==> src/rtl/rr_encoder_arbiter.sv <==
// Four-way round-robin arbiter with registered one-hot grant, encoded index (q) and valid (v).
// Optional forced release after MAX_HOLD grant cycles when ARB_TIMEOUT_EN is defined.
module rr_encoder_arbiter #(
    parameter int unsigned NREQ     = 4,
    parameter int unsigned MAX_HOLD = 16
) (
    input  logic            clk,
    input  logic            rst_n,
    input  logic [NREQ-1:0] req,
    input  logic            done,
    output logic [NREQ-1:0] gnt,
    output logic [1:0]      q,
    output logic            v,
    output logic            timeout
);

    typedef enum logic {
        IDLE  = 1'b0,
        GRANT = 1'b1
    } state_t;

    state_t     state;
    logic [1:0] ptr;
    logic [1:0] w_c;
    logic       found_c;
    logic       owner_rel_c;
    logic       release_c;

    // First set request bit searched from ptr upward, wrapping mod 4
    always_comb begin
        logic [1:0] idx;
        w_c     = ptr;
        found_c = 1'b0;
        idx     = 2'd0;
        for (int i = 3; i >= 0; i--) begin
            idx = ptr + 2'(i);
            if (req[idx]) begin
                w_c     = idx;
                found_c = 1'b1;
            end
        end
    end

    assign owner_rel_c = done | ~req[q];

`ifdef ARB_TIMEOUT_EN
    localparam logic [7:0] HOLD_LAST = 8'(MAX_HOLD - 1);

    logic [7:0] hold_cnt;
    logic       force_c;

    // A normal release on the same cycle wins, so timeout stays low then
    assign force_c   = (hold_cnt == HOLD_LAST) & ~owner_rel_c;
    assign release_c = owner_rel_c | force_c;
`else
    logic unused_max_hold;

    assign unused_max_hold = ^8'(MAX_HOLD);
    assign release_c       = owner_rel_c;
    assign timeout         = 1'b0;
`endif

    always_ff @(posedge clk) begin
        if (!rst_n) begin
            state <= IDLE;
            ptr   <= 2'd0;
            gnt   <= '0;
            q     <= 2'd0;
            v     <= 1'b0;
`ifdef ARB_TIMEOUT_EN
            timeout  <= 1'b0;
            hold_cnt <= 8'd0;
`endif
        end else begin
`ifdef ARB_TIMEOUT_EN
            timeout <= 1'b0;
`endif
            case (state)
                IDLE: begin
                    if (found_c) begin
                        gnt   <= NREQ'(1) << w_c;
                        q     <= w_c;
                        v     <= 1'b1;
                        state <= GRANT;
`ifdef ARB_TIMEOUT_EN
                        hold_cnt <= 8'd0;
`endif
                    end
                end
                GRANT: begin
                    // Released owner drops to lowest priority for the next round
                    if (release_c) begin
                        gnt   <= '0;
                        q     <= 2'd0;
                        v     <= 1'b0;
                        ptr   <= q + 2'd1;
                        state <= IDLE;
`ifdef ARB_TIMEOUT_EN
                        timeout <= force_c;
`endif
                    end
`ifdef ARB_TIMEOUT_EN
                    else begin
                        hold_cnt <= hold_cnt + 8'd1;
                    end
`endif
                end
                default: state <= IDLE;
            endcase
        end
    end

endmodule

==> config.mk <==
export PLATFORM = sky130hd
export DESIGN_NAME = rr_encoder_arbiter
export DESIGN_NICKNAME = d
export VERILOG_FILES = /design/src/rtl/rr_encoder_arbiter.sv
export SDC_FILE = /design/constraint.sdc
export NUM_CORES = 1
export LEC_CHECK = 0
export CORE_ASPECT_RATIO = 1.4
export CORE_MARGIN = 5
export CORE_UTILIZATION = 30
export DETAILED_ROUTE_END_ITERATION = 10
export PLACE_DENSITY = 0.53
export SYNTH_ARGS = -nofsm -noshare
export SYNTH_HDL_FRONTEND = slang
export SYNTH_SLANG_ARGS = --single-unit
==> constraint.sdc <==
create_clock -name clk -period 3.1 [get_ports clk]
set_clock_uncertainty 0.15 [all_clocks]
set_input_delay 0.465 -clock clk [delete_from_list [all_inputs] [get_ports clk]]
set_output_delay 0.465 -clock clk [all_outputs]
set_load 0.005 [all_outputs]
# Yosys cells after proc, flatten, opt, wreduce, memory -nomap -nowiden
# Index checks and enable logic that the tools add are counted.
# W data, S select, Z words.
[op_classes]
n_eq_ne = 2
multipliers = 0
n_lt_le_gt_ge = 5
n_mux = 30
n_bitwise = 3
n_addsub = 4
div = 0
reduce_logical = 2
shift = 1
[op_table]
columns = ["op", "count"]
rows = [
  ["$lt A2 B3 Y1 const B", 5],
  ["$mux W1", 13],
  ["$mux W2", 6],
  ["$bmux W1 S2", 5],
  ["$mux W4", 2],
  ["$pmux W4 S2", 1],
  ["$add A2 B1 Y2 const B", 2],
  ["$add A2 B2 Y2 const B", 2],
  ["$pmux W1 S2", 2],
  ["$pmux W2 S2", 1],
  ["$reduce_and A2 Y1", 2],
  ["$shl A1 B2 Y4 const A", 1],
  ["$ne A2 B1 Y1 const B", 1],
  ["$ne A2 B2 Y1 const B", 1],
  ["$not A1 Y1", 2],
  ["$or A1 B1 Y1", 1],
]
[totals]
ramBits = 0
n_memories = 0
latchBits = 0
ff_bits = 10
out_inout_bits = 8
mem_bits_ro = 0

# Depth between registers and ports, before layout
[logic_depth]
ltp_word = 10
ltp_mapped = 5
depth_no_buf = 5

# Worst setup path after synthesis
# OpenSTA, ideal clock, no wires.
[synth_path]
path_type = "flip-flop to flip-flop"
start = "reg q[0]"
end = "reg gnt[0]"
t_arrival_ns = 1.439
period_less_slack_ns = 1.707
stages_incl_launch_ff = 6
setup_slack_ns = 1.393
setup_ns = 0.117
path_buffers = 0
cell_sequence = "dfxtp_1 > mux4_2 > nand2b_2 > o21bai_4 > and2_4 > a32o_1"
[synth_via]
elab_chain_len = 6
[synth_rtl]
columns = ["item", "line_no", "text"]
rows = [
  ["start, declared", "12", "output logic [1:0] q,"],
  ["start signal, assigned", "82", "q <= w_c;"],
  ["$bmux W1 S2", "44", "assign owner_rel_c = done | ~req[q];"],
  ["$mux W1 (implied by the code)", "44", ""],
  ["$not A1 Y1", "44", ""],
  ["$or A1 B1 Y1", "44", ""],
  ["$ne A2 B1 Y1 (no source line)", "-", ""],
  ["$reduce_and A2 Y1 (no source line)", "-", ""],
  ["end signal, assigned", "81", "gnt <= NREQ'(1) << w_c;"],
  ["end, declared", "11", "output logic [NREQ-1:0] gnt,"],
]
# No other way between the ends. The select of a mux whose other input is x is not followed.
# A chain may end at the register's enable or synchronous reset.

# Final worst setup path
[layout_path]
start = "in req[3]"
end = "reg gnt[0]"
[layout_via]
elab_chain_len = 9
elab_cells_between_ends = 26
[layout_rtl]
columns = ["item", "line_no", "text"]
rows = [
  ["start, declared", "9", "input logic [NREQ-1:0] req,"],
  ["$bmux W1 S2", "37", "if (req[idx]) begin"],
  ["$mux W1 (implied by the code)", "37", ""],
  ["$mux W2 (4 in a row)", "37", ""],
  ["$shl A1 B2 Y4", "81", ""],
  ["$mux W4", "80", "if (found_c) begin"],
  ["$pmux W4 S2", "78", "case (state)"],
]
# Several ways; a longest one is shown, not always the timed one. The select of a mux whose other input is x is not followed.

==> run metrics <==
GRT met3 Usage=3.26%; # resized after CTS=0; Top Usage Layer GRT=met2; Syn Nets=66; commonest non-fill, non-tap cell in the layout=clkdlybuf4s50_1; main area contributors after synthesis=dfxtp_1 37%, nor2_1 6.8%, a22oi_1 4.1%; GP Congestion=roughly 0.71; Worst Path Arrival=2.06 ns; post-route insts no fill=between 90 and 100; Yosys top cell area share=36.5%; GRT met2 Usage=16.1%; Logic pwr share=roughly a quarter; Mapped Cells=just under 60; Die X=46.1 um; post-synthesis sequential area ratio=36.5%; RSZ-0062 raised after global routing=no; grt met1 use=between 10% and 20%; number of synthesized flops with an enable pin=0; part of the power in registers=46.5%; Setup Crit Path Kind=in -> reg; H-tree level count=1; pwr/cell area=450 nW/um^2; largest net degree at the start of global routing=8; vias in the first global route=roughly 470; setup repair bufs after CTS=0; final worst-path cycle share=between 60% and 70%; Post-DRT Antenna Nets=0; Antenna Cells=0; max-cap violations=0; maximum root-to-sink buffer count=2; maximum VDD drop=213 uV; Min-Delay Path Class=reg -> reg; most frequent cells in the layout=13 x clkdlybuf4s50_1, 10 x nor2_1, 10 x dfxtp_1, 4 x inv_1; switching power=0.0000915 W; Area Growth Syn to Fin=31.1%; placed cells=91; # hold bufs at CTS=0; Reg2Reg Depth=5; sw frac=between 20 and 30%; GRT Residual Overflow=0; Initial DRC Count=10; Inserted Clock Buffers=3; Port Buf Inserts=13; Initial Utilization=31.2%; Syn Area/Cell=9.29 um^2; DR WL/cell=13.6 um; worst-skew pair later-pin latency=~0.26 ns; Critical Path Sink=gnt[0]$_SDFFE_PN0P_; Main synth FF type=dfxtp_1; Placeable Area=1760 um^2; HPWL Detailed=about 970 um; Clk Tree Root Cell=clkbuf_4; status=complete, no violations; FF-to-FF End=gnt[0]$_SDFFE_PN0P_; mapped cell area=548 um^2; I/O pins=15; Core Rows=18; r2r setup slk=1.29 ns; Final TNS setup=0 ns; DR vias=491; P_int=0.000232 W; first-pass detailed-route iteration total=4; die area=~2800 um^2; CTS tree=done; GRT Total Usage=between 10% and 20%; clock sinks=10; Leak=about 0.27 nW; nets=83; crit end category=flip-flop; Final Hold Fails=0; Crit Reg-Reg Startpoint=q[0]$_SDFFE_PN0P_; fin crit period=2.06 ns; Seq cells post-synth=10; first-pass GRT wire length=~2.1 mm; cell accounting for the most synthesized area=dfxtp_1; share of layout cells above drive strength 1=16.2%; Die H=60.6 um; final WL=1.28 mm; power share of the clock group=26.9%; worst-path fanout max=7; Synth async-reset ratio=0%; warning count from the yosys run=0; CP required=a little over 3 ns; # setup viols final=0; fillcell total=191; initial antenna violation count=0; fin. max-slew vios=0; f_max=485 MHz; startpoint types=primary input; drt drc=0; Via-to-Cell Ratio=5.22; Min Hold Slack=around 0.33 ns; clock slew at reported path FFs=approximately 0.060 ns; Distinct cells, synth=29; critical path startpoint=req[3]
[sequential cells by signal, summed over array words and instances (netlist names)]
register and cells:
gnt 4, ptr 2, q 2, v 1, state 1
[power groups by stage]
stage | combinational [W] | sequential (W) | clock [W]
floorplan | 0.0000515 | 0.000152 | 0
global placement | 0.0000861 | 0.000153 | 0
detailed placement | 0.0000856 | 0.000153 | 0
CTS | 0.0000867 | 0.000151 | 0.0000882
global route | 0.0000948 | 0.000152 | 0.0000945
finish | 0.0000858 | 0.000151 | 0.0000871
[logic make-up (layout without fill, tap and decap cells)]
logic type | after synthesis | after routing | share of synthesized area [%]
other | 1 | 1 | 0.684
multiplexers | 1 | 1 | 4.11
buffers and inverters | 5 | 20 | 4.11
AND/OR/NAND/NOR | 24 | 24 | 26.5
flip-flops | 10 | 10 | 36.5
AO/OA/AOI/OAI | 17 | 17 | 26.5
XOR/XNOR | 1 | 1 | 1.60
[per-layer routing]
layer / vias to the layer above / part of all wire, %
met5: - / 0
met4: 0 / 1.3
met3: 2 / 7.1
met2: 14 / 50
met1: 231 / 42
li1: 244 / -
[cell type report]
type                            instances  area (um^2)  area share (%)
Sequential cell                        10          200            27.9
Tap cell                               20         25.0            3.48
Multi-Input combinational cell         44          325            45.3
Timing Repair Buffer                   13          130            18.1
Inverter                                4         15.0            2.09
Clock buffer                            3         22.5            3.14
[cells in the mapped netlist (all sizes together) (2+ instances only)]
library cell and count:
a32o 2, inv 4, nand2b 3, dfxtp 10, nor2 10, a22oi 3, o31ai 2, nor2b 2
a21oi 2, and2 3, o31a 2
[how the worst min path moves through the flow]
stage | from | depth (start not counted) | slack (ns) | to
2_1_floorplan | v$_SDFFE_PN0P_ | 2 | 0.32 | v$_SDFFE_PN0P_
3_3_place_gp | gnt[2]$_SDFFE_PN0P_ | 1 | 0.31 | gnt[2]$_SDFFE_PN0P_
3_5_place_dp | gnt[2]$_SDFFE_PN0P_ | 1 | 0.32 | gnt[2]$_SDFFE_PN0P_
4_1_cts | gnt[2]$_SDFFE_PN0P_ | 1 | 0.33 | gnt[2]$_SDFFE_PN0P_
5_1_grt | gnt[2]$_SDFFE_PN0P_ | 1 | 0.34 | gnt[2]$_SDFFE_PN0P_
6_report | gnt[2]$_SDFFE_PN0P_ | 1 | 0.33 | gnt[2]$_SDFFE_PN0P_
[worst max-delay path, stage by stage]
cell             delay (ns)
clkdlybuf4s50_1        0.52
mux4_2                 0.52
nand2b_2               0.11
o21bai_4               0.08
and2_4                 0.17
a32o_1                 0.20
[stage by stage]
stage               instance area, um^2  utilization, %  total power (W)  setup WS (ns)
global route                        718            40.9         0.000341          0.978
finish                              718            40.9         0.000324           1.04
detailed placement                  696            39.6         0.000239          0.771
CTS                                 718            40.9         0.000326           1.04
global placement                    696            39.6         0.000240          0.785
floorplan                           548               -         0.000203           1.39
(Power assumes the default switching activity.)
